`config.mk`:
```
export PLATFORM = sky130hd
export DESIGN_NAME = vergister_mp_flat
export DESIGN_NICKNAME = d
export VERILOG_FILES = /design/src/rtl/vergister_mp_if.sv /design/src/rtl/vergister_mp.sv /design/src/flat_wrapper.sv
export SDC_FILE = /design/constraint.sdc
export NUM_CORES = 2
export LEC_CHECK = 0
export BUFFER_PORTS_ARGS = -buffer_cell sky130_fd_sc_hd__buf_2
export CAP_MARGIN = 20
export CORE_MARGIN = 2
export CORE_UTILIZATION = 45
export CTS_BUF_LIST = sky130_fd_sc_hd__clkbuf_2
export CTS_CLUSTER_DIAMETER = 30
export DETAILED_ROUTE_END_ITERATION = 8
export SLEW_MARGIN = 20
export SYNTH_ARGS = -nofsm -noshare
export SYNTH_HDL_FRONTEND = slang
export SYNTH_SLANG_ARGS = --single-unit
```
`constraint.sdc`:
```
create_clock -name clk -period 54.2 [get_ports clk]
set_clock_uncertainty 0.15 [all_clocks]
set_input_delay 8.13 -clock clk [delete_from_list [all_inputs] [get_ports clk]]
set_output_delay 8.13 -clock clk [all_outputs]
set_load 0.02 [all_outputs]
```
`src/rtl/vergister_mp_if.sv`:
```
// Bus bundle for the multi-port register file: read ports, write-back ports,
// reservation request and scoreboard status.
interface vergister_mp_if #(
   parameter int WIDTH       = 32,
   parameter int COUNT       = 32,
   parameter int READ_PORTS  = 2,
   parameter int WRITE_PORTS = 1
);
   localparam int IDX = $clog2(COUNT);

   logic [READ_PORTS*IDX-1:0]    rd_addr;
   logic [READ_PORTS*WIDTH-1:0]  rd_data;
   logic [READ_PORTS-1:0]        rd_busy;
   logic [WRITE_PORTS-1:0]       wr_en;
   logic [WRITE_PORTS*IDX-1:0]   wr_addr;
   logic [WRITE_PORTS*WIDTH-1:0] wr_data;
   logic                         rsv_en;
   logic [IDX-1:0]               rsv_addr;
   logic [COUNT-1:0]             busy;
   logic                         wr_conflict;

   modport master (
      output rd_addr, wr_en, wr_addr, wr_data, rsv_en, rsv_addr,
      input  rd_data, rd_busy, busy, wr_conflict
   );

   modport slave (
      input  rd_addr, wr_en, wr_addr, wr_data, rsv_en, rsv_addr,
      output rd_data, rd_busy, busy, wr_conflict
   );
endinterface

```
`src/rtl/vergister_mp.sv`:
```
// Multi-port register file with optional zero register, write-to-read bypass
// and a busy scoreboard for multi-cycle producers.
module vergister_mp #(
   parameter int WIDTH       = 32,
   parameter int COUNT       = 32,
   parameter int READ_PORTS  = 2,
   parameter int WRITE_PORTS = 1,
   parameter int ZERO_REG    = 1,
   parameter int BYPASS      = 1
) (
   input logic            clk,
   input logic            reset,
   vergister_mp_if.slave  bus
);
   localparam int IDX = $clog2(COUNT);
   localparam logic [IDX:0] COUNT_W = COUNT[IDX:0];

   // An address is writable/readable storage only if in range and not the zero register.
   function automatic logic addr_ok(input logic [IDX-1:0] a);
      return ({1'b0, a} < COUNT_W) && !(ZERO_REG != 0 && a == '0);
   endfunction

   logic [WIDTH-1:0]       regs [COUNT];
   logic [COUNT-1:0]       busy_q;
   logic [COUNT-1:0]       busy_d;
   logic [WRITE_PORTS-1:0] wr_ok;
   logic                   conflict_d;
   logic                   conflict_q;

   always_comb begin
      wr_ok = '0;
      for (int w = 0; w < WRITE_PORTS; w++)
         wr_ok[w] = bus.wr_en[w] && addr_ok(bus.wr_addr[w*IDX +: IDX]);
   end

   always_comb begin
      conflict_d = 1'b0;
      for (int w = 0; w < WRITE_PORTS; w++)
         for (int v = w + 1; v < WRITE_PORTS; v++)
            if (wr_ok[w] && wr_ok[v] && bus.wr_addr[w*IDX +: IDX] == bus.wr_addr[v*IDX +: IDX])
               conflict_d = 1'b1;
   end

   // Reservation is applied after write-back clears so a same-cycle reserve wins.
   always_comb begin
      busy_d = busy_q;
      for (int w = 0; w < WRITE_PORTS; w++)
         if (wr_ok[w])
            busy_d[bus.wr_addr[w*IDX +: IDX]] = 1'b0;
      if (bus.rsv_en && addr_ok(bus.rsv_addr))
         busy_d[bus.rsv_addr] = 1'b1;
   end

   // Ascending port scan lets the highest-numbered matching writer win the bypass.
   always_comb begin
      bus.rd_data = '0;
      bus.rd_busy = '0;
      for (int i = 0; i < READ_PORTS; i++) begin
         logic [IDX-1:0] a;
         a = bus.rd_addr[i*IDX +: IDX];
         if (addr_ok(a)) begin
            bus.rd_data[i*WIDTH +: WIDTH] = regs[a];
            bus.rd_busy[i]                = busy_q[a];
            if (BYPASS != 0) begin
               for (int w = 0; w < WRITE_PORTS; w++) begin
                  if (wr_ok[w] && bus.wr_addr[w*IDX +: IDX] == a) begin
                     bus.rd_data[i*WIDTH +: WIDTH] = bus.wr_data[w*WIDTH +: WIDTH];
                     bus.rd_busy[i]                = 1'b0;
                  end
               end
            end
         end
      end
   end

   always_ff @(posedge clk or posedge reset) begin
      if (reset) begin
         for (int r = 0; r < COUNT; r++)
            regs[r] <= '0;
         busy_q     <= '0;
         conflict_q <= 1'b0;
      end else begin
         for (int w = 0; w < WRITE_PORTS; w++)
            if (wr_ok[w])
               regs[bus.wr_addr[w*IDX +: IDX]] <= bus.wr_data[w*WIDTH +: WIDTH];
         busy_q     <= busy_d;
         conflict_q <= conflict_d;
      end
   end

   assign bus.busy        = busy_q;
   assign bus.wr_conflict = conflict_q;
endmodule

```
`src/flat_wrapper.sv`:
```
// flat-port wrapper written by rule: the top's interface ports become plain ports
module vergister_mp_flat 
#(
   parameter int WIDTH       = 32,
   parameter int COUNT       = 32,
   parameter int READ_PORTS  = 2,
   parameter int WRITE_PORTS = 1,
   parameter int ZERO_REG    = 1,
   parameter int BYPASS      = 1
)
  (clk, reset, bus_rd_addr, bus_wr_en, bus_wr_addr, bus_wr_data, bus_rsv_en, bus_rsv_addr, bus_rd_data, bus_rd_busy, bus_busy, bus_wr_conflict);
  vergister_mp_if #(.WIDTH(WIDTH), .COUNT(COUNT), .READ_PORTS(READ_PORTS), .WRITE_PORTS(WRITE_PORTS)) bus_i ();
  input logic clk;
  input logic reset;
  input wire logic [$bits(bus_i.rd_addr)-1:0] bus_rd_addr;
  input wire logic [$bits(bus_i.wr_en)-1:0] bus_wr_en;
  input wire logic [$bits(bus_i.wr_addr)-1:0] bus_wr_addr;
  input wire logic [$bits(bus_i.wr_data)-1:0] bus_wr_data;
  input wire logic [$bits(bus_i.rsv_en)-1:0] bus_rsv_en;
  input wire logic [$bits(bus_i.rsv_addr)-1:0] bus_rsv_addr;
  output wire logic [$bits(bus_i.rd_data)-1:0] bus_rd_data;
  output wire logic [$bits(bus_i.rd_busy)-1:0] bus_rd_busy;
  output wire logic [$bits(bus_i.busy)-1:0] bus_busy;
  output wire logic [$bits(bus_i.wr_conflict)-1:0] bus_wr_conflict;
  assign bus_i.rd_addr = bus_rd_addr;
  assign bus_i.wr_en = bus_wr_en;
  assign bus_i.wr_addr = bus_wr_addr;
  assign bus_i.wr_data = bus_wr_data;
  assign bus_i.rsv_en = bus_rsv_en;
  assign bus_i.rsv_addr = bus_rsv_addr;
  assign bus_rd_data = bus_i.rd_data;
  assign bus_rd_busy = bus_i.rd_busy;
  assign bus_busy = bus_i.busy;
  assign bus_wr_conflict = bus_i.wr_conflict;
  vergister_mp #(.WIDTH(WIDTH), .COUNT(COUNT), .READ_PORTS(READ_PORTS), .WRITE_PORTS(WRITE_PORTS), .ZERO_REG(ZERO_REG), .BYPASS(BYPASS)) u_core (.clk(clk), .reset(reset), .bus(bus_i));
endmodule
```
### Word-level counts from Yosys, hierarchy flattened

Index checks and enable logic that the tools add are counted.
W data, S select, Z words.

| storage, ports and cells | value |
|---|---|
| register bits after elaboration | 1056 |
| RAM bits | 0 |
| logic and storage cells | 91 |
| input bits | 56 |
| latch bits | 0 |
| memories kept | 0 |
| memory bits (read-only) | 0 |
| output and inout bits | 99 |

| cells by class | value |
|---|---|
| eq/ne operators | 2 |
| bitwise gates (word level) | 6 |
| shifts and indexed selects | 0 |
| $lt $le $gt $ge | 10 |
| $add $sub $neg | 0 |
| multiplexer cells | 27 |
| reductions and logical operators | 13 |
| $mul | 0 |
| divide/modulo/power cells | 0 |

Operators by type and width:

| cell | number |
|---|---|
| $bwmux W1024 | 1 |
| $mux W32 | 11 |
| $bmux W32 S5 | 2 |
| $demux W32 S5 | 1 |
| $and A32 B32 Y32 | 1 |
| $not A32 Y32 | 1 |
| $or A32 B32 Y32 | 1 |
| $lt A5 B6 Y1 const B | 4 |
| $logic_not A5 Y1 | 4 |
| $ge A6 B6 Y1 const B | 3 |
| $not A5 Y6 | 3 |
| $bmux W1 S5 | 2 |
| $demux W1 S5 | 2 |
| $eq A5 B5 Y1 | 2 |
| $ge A5 B1 Y1 const B | 2 |
| $mux W1 | 8 |
| $logic_and A1 B1 Y1 | 7 |
| $lt A6 B1 Y1 const B | 1 |
| $logic_not A1 Y1 | 2 |

### Longest topological paths before layout

| logic depth | value |
|---|---|
| word-level depth | 9 |
| depth in mapped cells | 10 |
| mapped depth without buffers | 5 |

### Worst setup path after synthesis

No wires, ideal clock.

| path | value |
|---|---|
| path kind | input port to output port |
| start point | in bus_rd_addr[0] |
| end point | out bus_rd_busy[0] |
| slack | 35899 ps |
| arrival | 10021 ps |
| buffers on the path | 5 |
| required time | 45920 ps |
| stages on the path | 10 |
| cells stage by stage | buf_6 buf_6 buf_4 buf_4 buf_2 mux2i_1 o22ai_1 a211o_1 a21oi_1 nor4_1 |

| on the way | value |
|---|---|
| longest elaborated chain between the ends | 4 |
| elaborated cells between the ends (all ways) | 7 |
| classes of those cells | 1 x eq/ne; 4 x mux; 2 x reduce/logical |

RTL lines:

| item | RTL line | text |
|---|---|---|
| start, declared | flat_wrapper.sv:15 | `input wire logic [$bits(bus_i.rd_addr)-1:0] bus_rd_addr;` |
| $bmux W1 S5 / $eq A5 B5 Y1 (equally long branches) | vergister_mp.sv:63, vergister_mp.sv:66 |  |
| $mux W1 (not written as such) / $logic_and A1 B1 Y1 (equally long branches) | vergister_mp.sv:63, vergister_mp.sv:66 |  |
| $mux W1 | vergister_mp.sv:66 | `if (wr_ok[w] && bus.wr_addr[w*IDX +: IDX] == a) begin` |
| $mux W1 (*) | vergister_mp.sv:61 | `if (addr_ok(a)) begin` |
| end, declared | flat_wrapper.sv:22 | `output wire logic [$bits(bus_i.rd_busy)-1:0] bus_rd_busy;` |

Mark *: on every way between the ends. The rest lies on a longest branch, timed or not. The select of a mux whose other input is x is not followed.

### Worst setup path in the final report

| path | value |
|---|---|
| start point | in bus_rd_addr[6] |
| end point | out bus_rd_data[33] |

| on the way | value |
|---|---|
| longest elaborated chain between the ends | 6 |
| elaborated cells between the ends (all ways) | 9 |
| classes of those cells | 1 x eq/ne; 5 x mux; 1 x bitwise; 2 x reduce/logical |

RTL lines:

| item | RTL line | text |
|---|---|---|
| $not A5 Y6 (not written as such) | vergister_mp.sv:62 | `bus.rd_data[i*WIDTH +: WIDTH] = regs[a];` |
| $bmux W32 S5 | vergister_mp.sv:62 |  |
| $mux W32 (not written as such) (2 in a row) | vergister_mp.sv:62 |  |
| $mux W32 | vergister_mp.sv:66 |  |
| $mux W32 (*) | vergister_mp.sv:61 |  |
| end, declared | flat_wrapper.sv:21 | `output wire logic [$bits(bus_i.rd_data)-1:0] bus_rd_data;` |

Marked as above.

==> run summary <==
Run status = finished clean
Slew at the pin closest to its max-slew limit = 1.14 ns
Highest achievable clock rate = 0.0486 GHz
Register cell area after layout = 26400 µm²
Number of global-route vias before repair = 40400
Final setup vio count = 0
Number of max-slew violations in the final report = 0
Initial core utilization = 45.3%
Clock Root Buffer = sky130_fd_sc_hd__clkbuf_2
Chip width = 359 µm
Number of design-rule violations left by the first detailed-router iteration = 4259
Final critical-path share of the clock period = 38.0%
Post-Syn Area = 56800 µm²
Setup TNS = 0 ns
Max_slew headroom = 23.7%
# IOs = 155
Resized cells post-CTS = 0
Proportion of netlist area held by the largest area contributor = 46.6%
Primary FF master, synth = sky130_fd_sc_hd__dfrtp_1
Vias = 39700
Required time of the critical path = 45.92 ns
Setup repair after global routing missed its margin = false
Fill cell count = 11100
Number of detailed-routing iterations run before antenna repair = 5
Routed wire length = 201000 µm
Seq/Total Area, Yosys = 46.6%
Core area = 125000 µm²
Die Y-Extent = 359 µm
Ratio of routed vias to standard cells = 6.68
Number of buffers added by the clock tree synthesis step = 317
Most Frequent Cell on Critical Path = sky130_fd_sc_hd__buf_4
Global placement routability congestion = 0.815
CTS sink count = 1056
Post-synth net total = 4062
Cell types with the largest area share after synthesis = sky130_fd_sc_hd__dfrtp_1 47%, sky130_fd_sc_hd__mux2_2 21%, sky130_fd_sc_hd__mux4_2 15%
Total count of hold-check failures in the final report = 0
Fraction of layout cells with a size suffix above 1 = 51.2%
Sequence of cells on the critical path = buf_8 > buf_4 > buf_4 > buf_4 > mux2i_1 > a22o_1 > a221oi_1 > o221ai_1 > o21ai_0 > buf_2
Highest-count cells in the layout ignoring fill and taps = 1065 x sky130_fd_sc_hd__mux2_2, 1056 x sky130_fd_sc_hd__dfrtp_1, 436 x sky130_fd_sc_hd__clkbuf_2, 370 x sky130_fd_sc_hd__mux4_2, 312 x sky130_fd_sc_hd__mux2i_1
FFs w/ async S/R, synth = 100%
Area after detailed placement = 58600 µm²
Max-cap violations = 0
Flip-flop and latch count after synthesis = 1056
Synth Instances = 4006
Worst-path maximum fanout = 73
First-pass GRT wire length = 292000 µm
Remaining number of nets flagged by the antenna check after routing = 0
Mean instance size in the synthesized netlist = 14.2 µm²
Detailed-route wire length per cell = 33.9 µm
Utilization of the core after routing = 48.8%
Footprint of the multi-input gates = 28600 µm²
Number of enable flip-flop cells after synthesis = 0
Number of antenna violations at the first check in global routing = 9
Area growth from synthesis to layout = 7.75%
CP startpoint kind = input pin
Startpoint-to-endpoint class of the critical path = input pin to primary output
Class of the worst hold path = flop to flop
Standard-cell rows = 130
Total of hold buffers inserted after clock tree synthesis = 0
Layout Nets = 4150
DRC Markers = 0
Largest area contributor in the netlist = sky130_fd_sc_hd__dfrtp_1
Peak supply drop = 23.8 µV
TritonCTS clock tree = done
Final Instance Area = 61200 µm²
Overall overflow remaining after global route = 0
Leakage power total = 0.0277 µW
Largest net degree at the start of global routing = 167
Slowest CP cell = sky130_fd_sc_hd__buf_4
Final Critical Period = 20.60 ns
Most common cell after layout, fill and taps aside = sky130_fd_sc_hd__mux2_2
Port Buffers = 153
Register clock-pin slew on the reported worst setup and hold paths = 0.08 ns
Clock Latency Late Sink = 1.60 ns
Crit end category = primary output
Number of different library cells in the post-synthesis netlist = 57
Floorplan die area = 129000 µm²
Crit path largest cell delay = 0.69 ns
Synthesis Warnings = 0
Number of levels the H-tree was split into = 5
Signal arrival time at the worst endpoint = 12.32 ns
Buffers inserted by post-CTS timing repair = 0
Buffers from clock root to sink, at most = 4
Power after layout = 2110 µW
Estimated wirelength of the detail-placed design = 105000 µm
Total track usage = 31.1%
Pwr/cell area = 34.4 nW/µm²
## cell type report
class                      count  area share (%)
multi-input combinational   2474            46.7
timing repair buffer         236            2.46
clock buffer                 436            3.57
antenna                        4          0.0164
inverter                       9          0.0716
sequential                  1056            43.2
tap                         1650            3.38
clock inverter                75           0.557
## layer usage
metal  track usage (%)  vias to the layer above  wire [µm]
met5                 0                        -         24
met4              11.7                        4       7120
met3              8.72                      421      20200
met2              46.5                     2058      90100
met1              43.4                    21400      83800
li1                  -                    15800          -
## power breakdown
part | internal [µW] | total (µW) | switching, µW
Sequential | 936 | 1050 | 115
Combinational | 272 | 485 | 213
Clock | 220 | 569 | 350
## registers in the layout, summed over array words and instances (netlist names)
signal           flops
u_core.regs       1024
u_core.bus.busy     32
## Yosys cell counts (9+ instances only)
library cell	number
sky130_fd_sc_hd__mux2_2	1065
sky130_fd_sc_hd__dfrtp_1	1056
sky130_fd_sc_hd__mux4_2	370
sky130_fd_sc_hd__mux2i_1	312
sky130_fd_sc_hd__clkbuf_1	232
sky130_fd_sc_hd__buf_2	114
sky130_fd_sc_hd__nand2_1	106
sky130_fd_sc_hd__buf_1	94
sky130_fd_sc_hd__a22oi_1	76
sky130_fd_sc_hd__a21oi_1	70
sky130_fd_sc_hd__a32o_1	62
sky130_fd_sc_hd__o221ai_1	62
sky130_fd_sc_hd__nor2_1	57
sky130_fd_sc_hd__o21ai_0	51
sky130_fd_sc_hd__a221o_1	40
sky130_fd_sc_hd__o22ai_1	38
sky130_fd_sc_hd__a221oi_1	28
sky130_fd_sc_hd__nand3_1	26
sky130_fd_sc_hd__buf_4	23
sky130_fd_sc_hd__a22o_1	14
sky130_fd_sc_hd__nor2b_1	13
sky130_fd_sc_hd__a211o_1	9
## cells by family after synthesis
| family | share of synthesized area [%] |
|---|---|
| multiplexers | 41.3 |
| AO/OA/AOI/OAI | 6.35 |
| XOR/XNOR | 0.154 |
| other | 0.00661 |
| buffers and inverters | 3.60 |
| flip-flops | 46.6 |
| AND/OR/NAND/NOR | 2.00 |
## through the flow
step / hold slack [ns] / cells / setup WS [ns]
after CTS: 0.256 / 5936 / 33.50
after global placement: 0.230 / 5425 / 33.48
after detailed placement: 0.237 / 5425 / 33.51
after floorplan: 0.295 / 4006 / 16.20
final: 0.257 / 5940 / 33.60
after global routing: 0.268 / 5937 / 33.33
## worst paths after layout
check | end | startpoint | depth (start not counted) | slack [ns]
worst max-delay path | bus_rd_data[33] | bus_rd_addr[6] | 10 | 33.60
worst min-delay path | u_core.regs[1020] | u_core.regs[1020] | 0 | 0.26
worst max register to register | u_core.regs[874] | u_core.regs[874] | 1 | 53.23
worst min register to register | u_core.regs[1020] | u_core.regs[1020] | 0 | 0.26
max in group asynchronous | u_core.regs[409] | reset | 6 | 43.93
min in group asynchronous | u_core.regs[260] | reset | 2 | 6.53
## critical path: cells and delay by family
family          cells  cell delay [ns]
mux                 1             0.17
compound gates      4             1.20
buf+inv             5             2.67
No activity file was read; power rests on OpenSTA's default activity.
